**src/rtl/fetch_unit.sv**
```systemverilog
// Instruction fetch stage: PC generation, fixed-latency imem requests, {pc, instr} queue to decode.
// Define FETCH_BYPASS_EN to forward a response straight to decode when the queue is empty.
module fetch_unit #(
    parameter int unsigned DEPTH    = 4,
    parameter logic [31:0] RESET_PC = 32'h0000_0000
) (
    input  logic        clk,
    input  logic        reset,
    input  logic        redirect_valid,
    input  logic [31:0] redirect_pc,
    output logic        imem_req_valid,
    output logic [31:0] imem_req_addr,
    input  logic        imem_resp_valid,
    input  logic [31:0] imem_resp_data,
    output logic        out_valid,
    input  logic        out_ready,
    output logic [31:0] out_pc,
    output logic [31:0] out_instr
);

    localparam int unsigned PTR_W = $clog2(DEPTH);
    localparam int unsigned CNT_W = PTR_W + 1;

    typedef struct packed {
        logic [31:0] pc;
        logic [31:0] instr;
    } entry_t;

    entry_t             r_mem [DEPTH];
    logic [31:0]        r_pc;
    logic [31:0]        r_pend_pc;
    logic               r_pending;
    logic [PTR_W-1:0]   r_rd_ptr;
    logic [PTR_W-1:0]   r_wr_ptr;
    logic [CNT_W-1:0]   r_count;
    logic [31:0]        r_hold_pc;
    logic [31:0]        r_hold_instr;

    logic               w_resp;
    logic               w_bypass;
    logic               w_pop;
    logic               w_fifo_pop;
    logic               w_push;
    logic               w_issue;
    logic [CNT_W-1:0]   w_occupancy;
    entry_t             w_head;

    // NOTE: every signal gets a default at the top of always_comb so no path can infer a latch.
    always_comb begin
        w_resp = imem_resp_valid && r_pending && !redirect_valid;
`ifdef FETCH_BYPASS_EN
        w_bypass = w_resp && (r_count == '0);
`else
        w_bypass = 1'b0;
`endif
        w_head      = w_bypass ? {r_pend_pc, imem_resp_data} : r_mem[r_rd_ptr];
        out_valid   = !redirect_valid && ((r_count != '0) || w_bypass);
        w_pop       = out_valid && out_ready;
        w_fifo_pop  = w_pop && !w_bypass;
        w_push      = w_resp && !(w_bypass && out_ready);
        w_occupancy = r_count + CNT_W'(r_pending);
        w_issue     = !redirect_valid && ((w_occupancy < CNT_W'(DEPTH)) || w_pop);
        // A request is never presented while the block is held in reset.
        imem_req_valid = w_issue && reset;
        imem_req_addr  = r_pc;
        out_pc         = out_valid ? w_head.pc    : r_hold_pc;
        out_instr      = out_valid ? w_head.instr : r_hold_instr;
    end

    // NOTE: sequential state uses non-blocking assignments so every flop samples pre-edge values.
    always_ff @(posedge clk or negedge reset) begin
        if (!reset) begin
            r_pc         <= RESET_PC;
            r_pend_pc    <= '0;
            r_pending    <= 1'b0;
            r_rd_ptr     <= '0;
            r_wr_ptr     <= '0;
            r_count      <= '0;
            r_hold_pc    <= '0;
            r_hold_instr <= '0;
        end else if (redirect_valid) begin
            r_pc      <= {redirect_pc[31:2], 2'b00};
            r_pending <= 1'b0;
            r_rd_ptr  <= '0;
            r_wr_ptr  <= '0;
            r_count   <= '0;
        end else begin
            if (w_issue) begin
                r_pend_pc <= r_pc;
                r_pc      <= r_pc + 32'd4;
            end
            r_pending <= w_issue;
            if (w_push) begin
                r_wr_ptr <= r_wr_ptr + PTR_W'(1);
            end
            if (w_fifo_pop) begin
                r_rd_ptr <= r_rd_ptr + PTR_W'(1);
            end
            case ({w_push, w_fifo_pop})
                2'b10:   r_count <= r_count + CNT_W'(1);
                2'b01:   r_count <= r_count - CNT_W'(1);
                default: r_count <= r_count;
            endcase
            if (out_valid) begin
                r_hold_pc    <= w_head.pc;
                r_hold_instr <= w_head.instr;
            end
        end
    end

    // NOTE: queue storage has no reset; count and pointers alone decide which entries are live.
    always_ff @(posedge clk) begin
        if (w_push) begin
            r_mem[r_wr_ptr] <= {r_pend_pc, imem_resp_data};
        end
    end

endmodule

```
**config.mk**
```make
export PLATFORM = sky130hd
export DESIGN_NAME = fetch_unit
export DESIGN_NICKNAME = d
export VERILOG_FILES = /design/src/rtl/fetch_unit.sv
export SDC_FILE = /design/constraint.sdc
export NUM_CORES = 1
export LEC_CHECK = 0
export ABC_CLOCK_PERIOD_IN_PS = 18000
export BUFFER_PORTS_ARGS = -buffer_cell sky130_fd_sc_hd__buf_2
export CORE_AREA = 2 2 163 165
export DETAILED_ROUTE_END_ITERATION = 8
export DIE_AREA = 0 0 165 167
export PLACE_DENSITY = 0.83
export SYNTH_ARGS = -nofsm -noshare
export SYNTH_HDL_FRONTEND = slang
export SYNTH_SLANG_ARGS = --single-unit
```
**constraint.sdc**
```tcl
create_clock -name clk -period 18 [get_ports clk]
set_input_delay 0.9 -clock clk [delete_from_list [all_inputs] [get_ports clk]]
set_output_delay 0.9 -clock clk [all_outputs]
set_load 0.02 [all_outputs]
```
# Word level (Yosys, flattened, before mapping)
# Memories as Yosys holds them, arrays and structs flattened.
# Cells that the tools add are included.
[word_totals]
regBits = 136
mem_bits_rw = 256
input_bits = 69
out_inout_bits = 98
word_cells = 46
n_memories = 1
[op_classes]
n_addsub = 6
magnitude_cmp = 1
eq_ne = 2
n_mux = 13
bitwise_logic = 1
reduce_logical = 14
[mem_list]
columns = ["name", "words", "word_bits", "read_ports", "rd_clocked_by_memory_dff", "write_ports", "line", "source"]
rows = [
  ["r_mem", 4, 64, 1, 0, 1, "29", "entry_t r_mem [DEPTH];"],
]
[op_table]
columns = ["op", "count"]
rows = [
  ["2-to-1 mux 32 bit", 4],
  ["adder 32 x 3 -> 32 bit (second input constant)", 1],
  ["2-to-1 mux 2 bit", 4],
  ["logical AND 1 bit", 6],
  ["one-hot mux 3 bit (2 select lines)", 1],
  ["nonzero test 2 bit", 3],
  ["nonzero test 3 bit", 2],
  ["adder 2 x 1 -> 2 bit (second input constant)", 2],
  ["adder 3 x 1 -> 3 bit", 1],
  ["adder 3 x 1 -> 3 bit (second input constant)", 1],
  ["< comparator 3 bit (second input constant)", 1],
  ["2-to-1 mux 1 bit", 3],
  ["2-to-1 mux 3 bit", 1],
  ["subtractor 3 x 1 -> 3 bit (second input constant)", 1],
  ["equality test 2 x 1 -> 1 bit (second input constant)", 1],
  ["equality test 2 bit (second input constant)", 1],
  ["AND reduction 2 bit", 1],
  ["zero test 1 bit", 1],
  ["logical OR 1 bit", 1],
  ["NOT 1 bit", 1],
]

# Depth between registers and ports, before layout
[depth]
ltp_word = 7
ltp_mapped = 9
mapped_depth_nobuf = 7

# Worst setup path before layout
# No wires, ideal clock.
[synth_timing]
path_type = "input to register"
start = "in redirect_valid"
end = "mem r_mem[3][0] (netlist bit) (enable)"
setup_time_ps = 571
t_arrival_ps = 5875
required_time_ps = 17429
path_slack_ps = 11554
cell_stages = 3
path_buffers = 2
path_cell_list = "clkbuf_1 clkbuf_1 nor3b_1"
[synth_via]
elab_chain_cells = 4
[synth_rtl]
columns = ["item", "line", "source"]
rows = [
  ["start, declared", "9", "input logic redirect_valid,"],
  ["zero test 1 bit", "50", "w_resp = imem_resp_valid && r_pending && !redirect_valid;"],
  ["logical AND 1 bit", "50", ""],
  ["2-to-1 mux 1 bit", "113", "if (w_push) begin"],
  ["2-to-1 mux 1 bit (implied by the code)", "114", "r_mem[r_wr_ptr] <= {r_pend_pc, imem_resp_data};"],
  ["end, declared", "29", ""],
]
# No other way between the ends.

# Worst setup path in the final report
[layout_timing]
start = "in redirect_valid"
end = "out out_instr[21]"
[layout_via]
elab_chain_cells = 3
[layout_rtl]
columns = ["item", "line", "source"]
rows = [
  ["zero test 1 bit", "57", "out_valid = !redirect_valid && ((r_count != '0) || w_bypass);"],
  ["logical AND 1 bit", "57", ""],
  ["2-to-1 mux 32 bit", "n/a", ""],
  ["end, declared", "18", "output logic [31:0] out_instr"],
]
# No other way between the ends.

==> Flow_metrics.wiki <==
{| class="wikitable"
! Metric !! Value
|-
| Area growth from synthesis to final layout || 16.0%
|-
| Arr. time, crit path || 3.32 ns
|-
| Path class of the lowest-slack min-delay path || input port to asynchronous set/reset pin
|-
| Post-placement cell area || 0.0167 mm^2
|-
| Std cell rows || 59
|-
| Final number of setup-violating endpoints || 0
|-
| Kind of launch point of the worst setup path || input port
|-
| Clk pin slew, worst setup/hold paths || 0.06 ns
|-
| Proportion of power drawn by the clock network || 35.5%
|-
| Die height || 167 um
|-
| Critical Path Fanout Max || 78
|-
| Aggregate global-route resource usage || 22.8%
|-
| Antenna-violating nets left || 0
|-
| Average detailed-routed wire length per instance || 21.8 um
|-
| Crit end category || primary output
|-
| Sequential share of power || 47.3%
|-
| Final setup TNS || 0 ns
|-
| Pwr/cell area || 129 mW/mm^2
|-
| Largest net degree at the start of global routing || 79
|-
| TritonCTS clock tree || yes
|-
| Wire length of the first global-routing pass || 48,100 um
|-
| Final critical-path share of the clock period || 23.4%
|-
| Number of warnings printed during yosys synthesis || 0
|-
| Total length of routed wires || 30,300 um
|-
| Overall power || 2.31 mW
|-
| Count of cells resized by post-cts repair || 0
|-
| Worst hold slack across all endpoints || 0.286 ns
|-
| Gate power share || 17.3%
|-
| Final weighted congestion of routability-driven global placement || 0.837
|-
| Residual overflow from global routing || 0
|-
| Detailed placer's ending HPWL || 18,000 um
|-
| Count of flip-flops with a built-in enable after synthesis || 248
|-
| Pre-CTS WS || 13.79 ns
|-
| Max transition margin || 20.4%
|-
| Number of max-slew violations in the final report || 0
|-
| DR DRC count || 0
|-
| Floorplan Core Area || 0.0258 mm^2
|-
| Net load switching power || 596 uW
|-
| Buffer levels on the longest clock path || 3
|-
| Die area || 0.0276 mm^2
|-
| Level count of the clock H-tree || 2
|-
| Final net count || 1,099
|-
| Proportion of layout cells with a drive suffix above 1 || 43.4%
|-
| Number of global-route vias before repair || 8,640
|-
| Tightest Pin Transition || 1.19 ns
|-
| Worst EP required || 17.10 ns
|-
| Antenna diode instance count || 0
|-
| Post-synth top flop || sky130_fd_sc_hd__edfxtp_1
|-
| Unrepaired setup endpoints after global routing || false
|-
| Flops & latches, synth || 380
|-
| Number of cells produced by synthesis || 855
|-
| Detail-routed via count per cell || 5.89
|-
| Fin util || 69.8%
|-
| Clock latency on the worst-skew pair || 0.52 ns
|-
| Syn Std Cell Area || 0.0155 mm^2
|-
| Setup skew after layout || 0.0222 ns
|-
| Max-cap viol count || 0
|-
| Result of the run || completed
|-
| Avg Synthesized Cell Area || 18.1 um^2
|-
| Buffer count from post-CTS setup fixing || 0
|-
| Unique cell type count in the Yosys netlist || 52
|-
| Number of buffer cells added on primary ports || 162
|-
| Final critical path time including I/O delays and setup || 4.22 ns
|-
| Final Hold Violating Endpoints || 0
|-
| Effective utilization at floorplan || 60.2%
|-
| Worst voltage drop across the vdd grid || 0.0934 mV
|-
| Async SR Flop Fraction || 34.7%
|-
| Total clock buffers created by CTS || 38
|-
| Standby leakage power || 6.56 nW
|-
| FF-to-FF setup slack || 15.45 ns
|-
| Setup slack after layout || 13.78 ns
|-
| Post-route standard cell area excluding fillers || 0.0180 mm^2
|-
| Post-placement cell count || 1,319
|-
| Cell-internal power || 1.72 mW
|-
| Initial drt markers || 762
|-
| Setup Crit Path Kind || input port to primary output
|-
| Sequential element share of the synthesized area || 69.4%
|-
| Clock root buffer || sky130_fd_sc_hd__clkbuf_16
|-
| Switching Fraction || 25.8%
|-
| TritonCTS Sinks || 380
|-
| Post-route non-filler standard cell count || 1,389
|-
| # hold bufs at CTS || 0
|-
| Chip Width || 165 um
|-
| Fill cells || 1,662
|-
| Highest attainable clock frequency || 237 MHz
|-
| DRT Pass-1 Iters || 5
|-
| Total via count after detailed routing || 8,179
|-
| Boundary pin count || 167
|-
| Initial antenna violation count || 3
|}
==> layer usage <==
layer,track usage [%],routed length (um)
met1,31.7,12900
met3,4.13,1770
met2,38.0,15100
met5,0,40
met4,5.37,458
==> flip-flops by register name (all words and copies together) (netlist names) <==
| signal | cells |
|---|---|
| r_mem | 248 |
| r_hold_instr | 32 |
| r_hold_pc | 32 |
| imem_req_addr | 30 |
| r_pend_pc | 30 |
| r_count | 3 |
| r_rd_ptr | 2 |
| r_wr_ptr | 2 |
| r_pending | 1 |
==> final timing paths <==
kind / cells past startpoint / endpoint / startpoint
min in group clk: 1 / r_hold_pc[1]$_DFFE_PN0N_ / r_hold_pc[1]$_DFFE_PN0N_
max: 6 / out_instr[21] / redirect_valid
max in group asynchronous: 3 / r_hold_pc[6]$_DFFE_PN0N_ / reset
min: 1 / r_hold_instr[31]$_DFFE_PN0N_ / reset
max reg2reg: 3 / r_hold_instr[14]$_DFFE_PN0N_ / r_rd_ptr[0]$_DFFE_PN0P_
min reg2reg: 1 / r_hold_pc[1]$_DFFE_PN0N_ / r_hold_pc[1]$_DFFE_PN0N_
==> power by group through the flow <==
stage	sequential (mW)	clock, mW	combinational [mW]
6_report	1.09	0.820	0.399
5_1_grt	1.11	0.874	0.432
2_1_floorplan	1.09	0	0.284
3_5_place_dp	1.11	0	0.403
4_1_cts	1.09	0.834	0.406
3_3_place_gp	1.10	0	0.393
==> synthesized netlist by cell type, types with 6 or more instances <==
library cell,n,area (um^2)
sky130_fd_sc_hd__edfxtp_1,248,7450
sky130_fd_sc_hd__mux2_2,144,1620
sky130_fd_sc_hd__dfrtp_1,132,3300
sky130_fd_sc_hd__mux4_2,62,1400
sky130_fd_sc_hd__nand2_1,33,124
sky130_fd_sc_hd__xor2_1,21,184
sky130_fd_sc_hd__clkbuf_1,20,75.1
sky130_fd_sc_hd__buf_2,19,95.1
sky130_fd_sc_hd__o21ai_1,17,85.1
sky130_fd_sc_hd__mux2_1,14,158
sky130_fd_sc_hd__nor2_1,14,52.6
sky130_fd_sc_hd__o2111ai_1,13,114
sky130_fd_sc_hd__nand3_1,11,55.1
sky130_fd_sc_hd__o21ai_0,11,55.1
sky130_fd_sc_hd__xnor2_1,7,61.3
sky130_fd_sc_hd__buf_1,6,22.5
sky130_fd_sc_hd__inv_1,6,22.5
==> area by class of cell <==
cell class,count,area [um^2],share of cell area (%)
Sequential cell,380,10800,59.8
Timing Repair Buffer,175,915,5.09
Inverter,6,22.5,0.125
Multi-Input combinational cell,423,4550,25.3
Clock buffer,46,1040,5.81
Clock inverter,24,270,1.50
Tap cell,335,419,2.33
==> cells by family (layout without fill, tap and decap cells) <==
family | count (synthesis) | in the layout | share of synthesized area [%]
DFF | 380 | 380 | 69.4
muxes | 223 | 223 | 20.7
and+or+nand+nor | 103 | 103 | 3.64
AOI/OAI and AO/OA | 61 | 61 | 2.66
buffers and inverters | 53 | 251 | 1.49
xor gates and xnor gates | 28 | 28 | 1.58
adders and majority gates | 6 | 6 | 0.533
other | 1 | 2 | 0.0242
==> critical path, stage by stage <==
cell and delay, ns:
sky130_fd_sc_hd__buf_2 0.09, sky130_fd_sc_hd__buf_4 0.29, sky130_fd_sc_hd__nor2_4 0.48, sky130_fd_sc_hd__buf_4 0.84, sky130_fd_sc_hd__mux2_2 0.43, sky130_fd_sc_hd__buf_2 0.16
==> cell usage in the layout (no fill, tap or decap), types with 5 or more instances in the layout <==
cell type	instances
sky130_fd_sc_hd__edfxtp_1	248
sky130_fd_sc_hd__buf_2	161
sky130_fd_sc_hd__mux2_2	144
sky130_fd_sc_hd__dfrtp_1	130
sky130_fd_sc_hd__mux4_2	62
sky130_fd_sc_hd__clkbuf_16	41
sky130_fd_sc_hd__nand2_1	33
sky130_fd_sc_hd__xor2_1	21
sky130_fd_sc_hd__o21ai_1	17
sky130_fd_sc_hd__mux2_1	14
sky130_fd_sc_hd__o2111ai_1	13
sky130_fd_sc_hd__buf_4	13
sky130_fd_sc_hd__nor2_1	12
sky130_fd_sc_hd__nand3_1	11
sky130_fd_sc_hd__o21ai_0	11
sky130_fd_sc_hd__clkinv_2	11
sky130_fd_sc_hd__xnor2_1	7
sky130_fd_sc_hd__inv_1	6
sky130_fd_sc_hd__bufinv_16	6
sky130_fd_sc_hd__nor2b_1	5
sky130_fd_sc_hd__and2_1	5
sky130_fd_sc_hd__a31oi_1	5
sky130_fd_sc_hd__ha_1	5
sky130_fd_sc_hd__clkinv_1	5
sky130_fd_sc_hd__clkbuf_1	5
No activity file was read; power rests on OpenSTA's default activity.
